## src/rtl/obstacle_scheduler_if.sv

```systemverilog
// Obstacle scheduler bus: frame/control pulses and random word in,
// per-slot obstacle state and status out.
interface obstacle_scheduler_if;
    logic       tick;
    logic       start;
    logic       freeze;
    logic       clear;
    logic [3:0] speed;
    logic [4:0] rand_data;
    logic [2:0] obs_valid;
    logic [9:0] obs_x0;
    logic [9:0] obs_x1;
    logic [9:0] obs_x2;
    logic [1:0] obs_type0;
    logic [1:0] obs_type1;
    logic [1:0] obs_type2;
    logic       spawn;
    logic [1:0] state;

    modport master (
        output tick, start, freeze, clear, speed, rand_data,
        input  obs_valid, obs_x0, obs_x1, obs_x2,
        input  obs_type0, obs_type1, obs_type2, spawn, state
    );

    modport slave (
        input  tick, start, freeze, clear, speed, rand_data,
        output obs_valid, obs_x0, obs_x1, obs_x2,
        output obs_type0, obs_type1, obs_type2, spawn, state
    );
endinterface

```

## src/rtl/obstacle_scheduler.sv

```systemverilog
// Obstacle scheduler for the dinosaur game: decides when obstacles spawn,
// picks their type from the random word and scrolls up to three slots left
// once per frame tick. All outputs come straight from registers.
module obstacle_scheduler #(
    parameter logic [9:0] SPAWN_X        = 10'd640,
    parameter logic [7:0] MIN_GAP        = 8'd20,
    parameter int         GAP_SHIFT      = 2,
    parameter logic [3:0] BIRD_MIN_SPEED = 4'd6
) (
    input  logic                  clk,
    input  logic                  RESET,
    obstacle_scheduler_if.slave   bus
);

    typedef enum logic [1:0] {
        ST_IDLE = 2'd0,
        ST_RUN  = 2'd1,
        ST_HOLD = 2'd2
    } state_t;

    state_t     state_r;
    logic [2:0] valid_r;
    logic [9:0] x_r    [3];
    logic [1:0] type_r [3];
    logic [7:0] gap_r;
    logic       spawn_r;

    logic [2:0] nxt_valid_s;
    logic [9:0] nxt_x_s    [3];
    logic [1:0] nxt_type_s [3];
    logic [7:0] nxt_gap_s;
    logic       nxt_spawn_s;
    logic       free_found_s;
    logic [1:0] free_idx_s;
    logic [1:0] spawn_type_s;
    logic [7:0] gap_reload_s;
    logic [9:0] speed_ext_s;

    // Slot update for one RUN tick: scroll/retire, then count the gap or spawn.
    always_comb begin
        speed_ext_s = {6'd0, bus.speed};

        // Only slots free before this tick may receive a spawn, so the
        // search looks at the registered flags rather than post-move ones.
        free_found_s = 1'b1;
        free_idx_s   = 2'd0;
        if (!valid_r[0]) begin
            free_idx_s = 2'd0;
        end else if (!valid_r[1]) begin
            free_idx_s = 2'd1;
        end else if (!valid_r[2]) begin
            free_idx_s = 2'd2;
        end else begin
            free_found_s = 1'b0;
        end

        // Birds are only fair once the game is fast enough to jump them.
        if ((bus.rand_data[1:0] == 2'd3) && (bus.speed < BIRD_MIN_SPEED)) begin
            spawn_type_s = 2'd0;
        end else begin
            spawn_type_s = bus.rand_data[1:0];
        end
        gap_reload_s = MIN_GAP + (8'(bus.rand_data) << GAP_SHIFT);

        nxt_valid_s = valid_r;
        for (int i = 0; i < 3; i++) begin
            nxt_x_s[i]    = x_r[i];
            nxt_type_s[i] = type_r[i];
            if (valid_r[i] && (x_r[i] >= speed_ext_s)) begin
                nxt_x_s[i] = x_r[i] - speed_ext_s;
            end else if (valid_r[i]) begin
                // Retiring keeps its last x and type for the render stage.
                nxt_valid_s[i] = 1'b0;
            end else begin
                nxt_valid_s[i] = 1'b0;
            end
        end

        nxt_gap_s   = gap_r;
        nxt_spawn_s = 1'b0;
        if (gap_r != 8'd0) begin
            nxt_gap_s = gap_r - 8'd1;
        end else if (free_found_s) begin
            nxt_valid_s[free_idx_s] = 1'b1;
            nxt_x_s[free_idx_s]     = SPAWN_X;
            nxt_type_s[free_idx_s]  = spawn_type_s;
            nxt_gap_s               = gap_reload_s;
            nxt_spawn_s             = 1'b1;
        end else begin
            // All slots busy: leave the gap at zero so the next tick retries.
            nxt_gap_s = 8'd0;
        end
    end

    // Scheduler FSM and slot registers; priority reset > clear > freeze > start > tick.
    always_ff @(posedge clk) begin
        if (RESET || bus.clear) begin
            state_r <= ST_IDLE;
            valid_r <= 3'b000;
            gap_r   <= 8'd0;
            spawn_r <= 1'b0;
            for (int i = 0; i < 3; i++) begin
                x_r[i]    <= 10'd0;
                type_r[i] <= 2'd0;
            end
        end else if (bus.freeze && (state_r == ST_RUN)) begin
            state_r <= ST_HOLD;
            spawn_r <= 1'b0;
        end else if (bus.start && (state_r == ST_IDLE)) begin
            state_r <= ST_RUN;
            gap_r   <= MIN_GAP;
            spawn_r <= 1'b0;
        end else if (bus.tick && (state_r == ST_RUN)) begin
            valid_r <= nxt_valid_s;
            gap_r   <= nxt_gap_s;
            spawn_r <= nxt_spawn_s;
            for (int i = 0; i < 3; i++) begin
                x_r[i]    <= nxt_x_s[i];
                type_r[i] <= nxt_type_s[i];
            end
        end else begin
            spawn_r <= 1'b0;
        end
    end

    assign bus.obs_valid = valid_r;
    assign bus.obs_x0    = x_r[0];
    assign bus.obs_x1    = x_r[1];
    assign bus.obs_x2    = x_r[2];
    assign bus.obs_type0 = type_r[0];
    assign bus.obs_type1 = type_r[1];
    assign bus.obs_type2 = type_r[2];
    assign bus.spawn     = spawn_r;
    assign bus.state     = state_r;

endmodule

```

## src/flat_wrapper.sv

```systemverilog
// flat-port wrapper written by rule: the top's interface ports become plain ports
module obstacle_scheduler_flat 
#(
    parameter logic [9:0] SPAWN_X        = 10'd640,
    parameter logic [7:0] MIN_GAP        = 8'd20,
    parameter int         GAP_SHIFT      = 2,
    parameter logic [3:0] BIRD_MIN_SPEED = 4'd6
)
  (clk, RESET, bus_tick, bus_start, bus_freeze, bus_clear, bus_speed, bus_rand_data, bus_obs_valid, bus_obs_x0, bus_obs_x1, bus_obs_x2, bus_obs_type0, bus_obs_type1, bus_obs_type2, bus_spawn, bus_state);
  obstacle_scheduler_if bus_i ();
  input  logic clk;
  input  logic RESET;
  input wire logic [$bits(bus_i.tick)-1:0] bus_tick;
  input wire logic [$bits(bus_i.start)-1:0] bus_start;
  input wire logic [$bits(bus_i.freeze)-1:0] bus_freeze;
  input wire logic [$bits(bus_i.clear)-1:0] bus_clear;
  input wire logic [$bits(bus_i.speed)-1:0] bus_speed;
  input wire logic [$bits(bus_i.rand_data)-1:0] bus_rand_data;
  output wire logic [$bits(bus_i.obs_valid)-1:0] bus_obs_valid;
  output wire logic [$bits(bus_i.obs_x0)-1:0] bus_obs_x0;
  output wire logic [$bits(bus_i.obs_x1)-1:0] bus_obs_x1;
  output wire logic [$bits(bus_i.obs_x2)-1:0] bus_obs_x2;
  output wire logic [$bits(bus_i.obs_type0)-1:0] bus_obs_type0;
  output wire logic [$bits(bus_i.obs_type1)-1:0] bus_obs_type1;
  output wire logic [$bits(bus_i.obs_type2)-1:0] bus_obs_type2;
  output wire logic [$bits(bus_i.spawn)-1:0] bus_spawn;
  output wire logic [$bits(bus_i.state)-1:0] bus_state;
  assign bus_i.tick = bus_tick;
  assign bus_i.start = bus_start;
  assign bus_i.freeze = bus_freeze;
  assign bus_i.clear = bus_clear;
  assign bus_i.speed = bus_speed;
  assign bus_i.rand_data = bus_rand_data;
  assign bus_obs_valid = bus_i.obs_valid;
  assign bus_obs_x0 = bus_i.obs_x0;
  assign bus_obs_x1 = bus_i.obs_x1;
  assign bus_obs_x2 = bus_i.obs_x2;
  assign bus_obs_type0 = bus_i.obs_type0;
  assign bus_obs_type1 = bus_i.obs_type1;
  assign bus_obs_type2 = bus_i.obs_type2;
  assign bus_spawn = bus_i.spawn;
  assign bus_state = bus_i.state;
  obstacle_scheduler #(.SPAWN_X(SPAWN_X), .MIN_GAP(MIN_GAP), .GAP_SHIFT(GAP_SHIFT), .BIRD_MIN_SPEED(BIRD_MIN_SPEED)) u_core (.clk(clk), .RESET(RESET), .bus(bus_i));
endmodule
```

## config.mk

```make
export PLATFORM = sky130hd
export DESIGN_NAME = obstacle_scheduler_flat
export DESIGN_NICKNAME = d
export VERILOG_FILES = /design/src/rtl/obstacle_scheduler_if.sv /design/src/rtl/obstacle_scheduler.sv /design/src/flat_wrapper.sv
export SDC_FILE = /design/constraint.sdc
export NUM_CORES = 1
export LEC_CHECK = 0
export ABC_AREA = 1
export CORE_MARGIN = 3
export CORE_UTILIZATION = 40
export DETAILED_ROUTE_END_ITERATION = 6
export DONT_BUFFER_PORTS = 1
export GPL_TIMING_DRIVEN = 0
export PLACE_DENSITY = 0.63
export SYNTH_ARGS = -nofsm -noshare
export SYNTH_HDL_FRONTEND = slang
export SYNTH_SLANG_ARGS = --single-unit
```

## constraint.sdc

```tcl
create_clock -name clk -period 6.4 [get_ports clk]
set_input_delay 1.92 -clock clk [delete_from_list [all_inputs] [get_ports clk]]
set_output_delay 1.92 -clock clk [all_outputs]
set_load 0.02 [all_outputs]
```

==> impl_metrics.csv <==
group,metric,value,unit
setup_path,path_depth,11,
synth,async_flop_share,0,
global_route,grt_pass1_vias,3044,
placed_design,dp.final_hpwl,6680,um
setup_path,arrival,3.57,ns
global_route,grt_usage,0.179,
clock_tree,root_buffer,"clkbuf_8",
route,antenna_left,0,
power,leakagePower,1.74,nW
sta,fmax,286,MHz
setup_path,crit_buf_inv,3,
setup_path,crit_path_cell_trace,"inv_1 -> fa_1 -> nand2_2 -> nand2_2 -> a21oi_4 -> nand3_2 -> nand2_4 -> inv_4 -> buf_6 -> o21ai_0 -> a21oi_1",
setup_path,cp-start-kind,"input pin",
sta,setup-tns-final,0,ns
flow_run,maxCapViolations,0,
setup_path,cpMostUsedCell,"nand2_2",
synth,synth_edf_count,36,
clock_tree,postCtsSetupBuffers,0,
sta,rsz0062_at_grt,"no",
worst_hold_path,whs_path_depth,2,
synth,ys_ff_latch,50,
layout,syn_to_final_growth,7.01,%
floorplan,dieHeight,101,um
power,report.power.total,717,uW
floorplan,die_area,10200,um^2
floorplan,num_io_pins,57,
setup_path,cp.required,6.47,ns
worst_hold_path,hold_class,"flop to flop",
synth,yosysSeqAreaShare,0.378,
route,drt-wirelength-per-cell,14.4,um
floorplan,core_area,8720,um^2
route,drtIter0Drc,149,
sta,post-route-min-period,3.50,ns
sta,worst_pin_slew,0.860,ns
floorplan,die_w,101,um
sta,slew_viol_final,0,
synth,ys.flop_type,"edfxtp_1",
global_route,antenna_found_initial,0,
clock_tree,worstSkewPairLatency,0.30,ns
floorplan,fp-row-count,34,
synth,synth_fp_nets,525,
clock_tree,htreeDepth,2,
layout,antenna-diode-count,0,
clock_tree,cts_hold_buf,0,
placed_design,port_buffers,0,
route,viasPerCell,5.16,
power,power_density,186,nW/um^2
synth,syn_inst,492,
route,num_vias,3142,
setup_path,end_kind,"flop",
outcome,status,"finished, final reports clean",
clock_tree,cts-resized-gates,0,
route,wirelength,8800,um
sta,hold_viol,0,
sta,setup_violations,0,
power,peakVddDrop,0.0000841,V
route,drc_errors,0,
layout,nNetsFinal,533,
floorplan,start_util,0.413,
clock_tree,clkSinkCount,50,
setup_path,rr_worst_depth,13,
setup_path,crit_path_max_incr_delay,0.48,ns
global_route,grt_pass1_wl,14600,um
setup_path,path_max_fanout,10,
sta,fin_skew,0.00639,ns
setup_path,timing_worst_setup_path_type,"input pin to flop",
sta,period_share,0.547,
synth,yosysUniqueCellTypes,36,
global_route,grt_max_degree,19,
clock_tree,tritoncts,"done",
placed_design,gp_congestion,0.860,
layout,drive_gt1_frac,0.0878,
setup_path,critPathTopFamily,"adder cells",
route,first_pass_iters,4,
synth,synth.avg_cell_area,7.33,um^2
setup_path,crit_slowest_cell,"fa_1",
sta,slew_headroom,0.421,
layout,layout_common_cells,"127 x nand2_1, 65 x inv_1, 55 x nor2_1",
synth,netlist_area,3610,um^2
synth,synth_warnings,0,
clock_tree,clkTransAtPathRegs,0.10,ns
layout,final_common_cell,"nand2_1",
clock_tree,cts_made_buffers,5,
clock_tree,clockBufferDepth,2,
global_route,overflow,0,
## area by class of cell
cell class                      instances  area, um^2
Fill cell                             868        4860
Multi-Input combinational cell        368        1940
Sequential cell                        50        1360
Inverter                               70         265
Tap cell                              108         135
Clock buffer                            8        90.1
Buffer                                  4        35.0
Timing Repair Buffer                    1        27.5
## per-layer routing
| metal | global-route usage | vias to the layer above | share of wire |
|---|---|---|---|
| met1 | 0.227 | 1423 | 0.44 |
| met5 | 0 | - | 0 |
| met2 | 0.302 | 66 | 0.47 |
| li1 | - | 1645 | - |
| met4 | 0.0409 | 0 | 0.011 |
| met3 | 0.0533 | 8 | 0.076 |
## worst min-delay path: stages, from the launching register on
cell,delay [ns]
dfxtp_1,0.33
nand2_1,0.06
a21oi_1,0.05
## worst paths after layout
| check | slack (ns) | endpoint | from |
|---|---|---|---|
| hold reg to reg | 0.49 | u_core.gap_r[7] | u_core.gap_r[7] |
| setup / recovery | 2.90 | u_core.x_r[0][0] | bus_speed[1] |
| hold / removal | 0.49 | u_core.gap_r[7] | u_core.gap_r[7] |
| setup reg to reg | 3.91 | u_core.x_r[0][0] | u_core.x_r[0][0] |
## cell families after synthesis
| logic type | synth area share |
|---|---|
| xor gates and xnor gates | 0.0219 |
| adders and majority gates | 0.0687 |
| AOI/OAI and AO/OA | 0.133 |
| and+or+nand+nor | 0.316 |
| buffers and inverters | 0.0833 |
| DFF | 0.378 |
## per-stage QoR
stage                     area [um^2]  instances  setup WS, ns  hold slack [ns]   util
after detailed placement         3770        601          2.53            0.479  0.432
after floorplan                  3610        492          2.81            0.458      -
after global routing             3860        609          2.74            0.520  0.442
after global placement           3740        600          2.39            0.471  0.429
final                            3860        609          2.90            0.489  0.442
after CTS                        3860        609          2.86            0.492  0.442
## cells in the mapped netlist, types with 4 or more instances
library cell | number | area share
nand3_1 | 34 | 0.047
nand4_1 | 8 | 0.014
inv_1 | 65 | 0.068
nor3_1 | 5 | 0.0069
nand2_1 | 127 | 0.13
xor2_1 | 6 | 0.015
o21ai_0 | 31 | 0.043
ha_1 | 15 | 0.052
nor2_2 | 6 | 0.010
a21oi_1 | 35 | 0.049
inv_2 | 4 | 0.0042
edfxtp_1 | 36 | 0.30
dfxtp_1 | 14 | 0.078
or2_2 | 4 | 0.0069
nor2_1 | 55 | 0.057
a31oi_1 | 4 | 0.0069
o211ai_1 | 6 | 0.012
nand2_2 | 7 | 0.012
## where the power goes
group	switching [mW]	total, mW	internal (mW)
Sequential	0.0287	0.387	0.358
Combinational	0.0838	0.129	0.0452
Clock	0.112	0.201	0.0887
Total	0.225	0.717	0.492
## state kept, by name (all words and copies together) (netlist names)
signal,cells
u_core.x_r,30
u_core.gap_r,8
u_core.type_r,6
u_core.bus.obs_valid,3
u_core.bus.state,2
u_core.bus.spawn,1
Note: power is estimated with default switching activity, not from simulation.
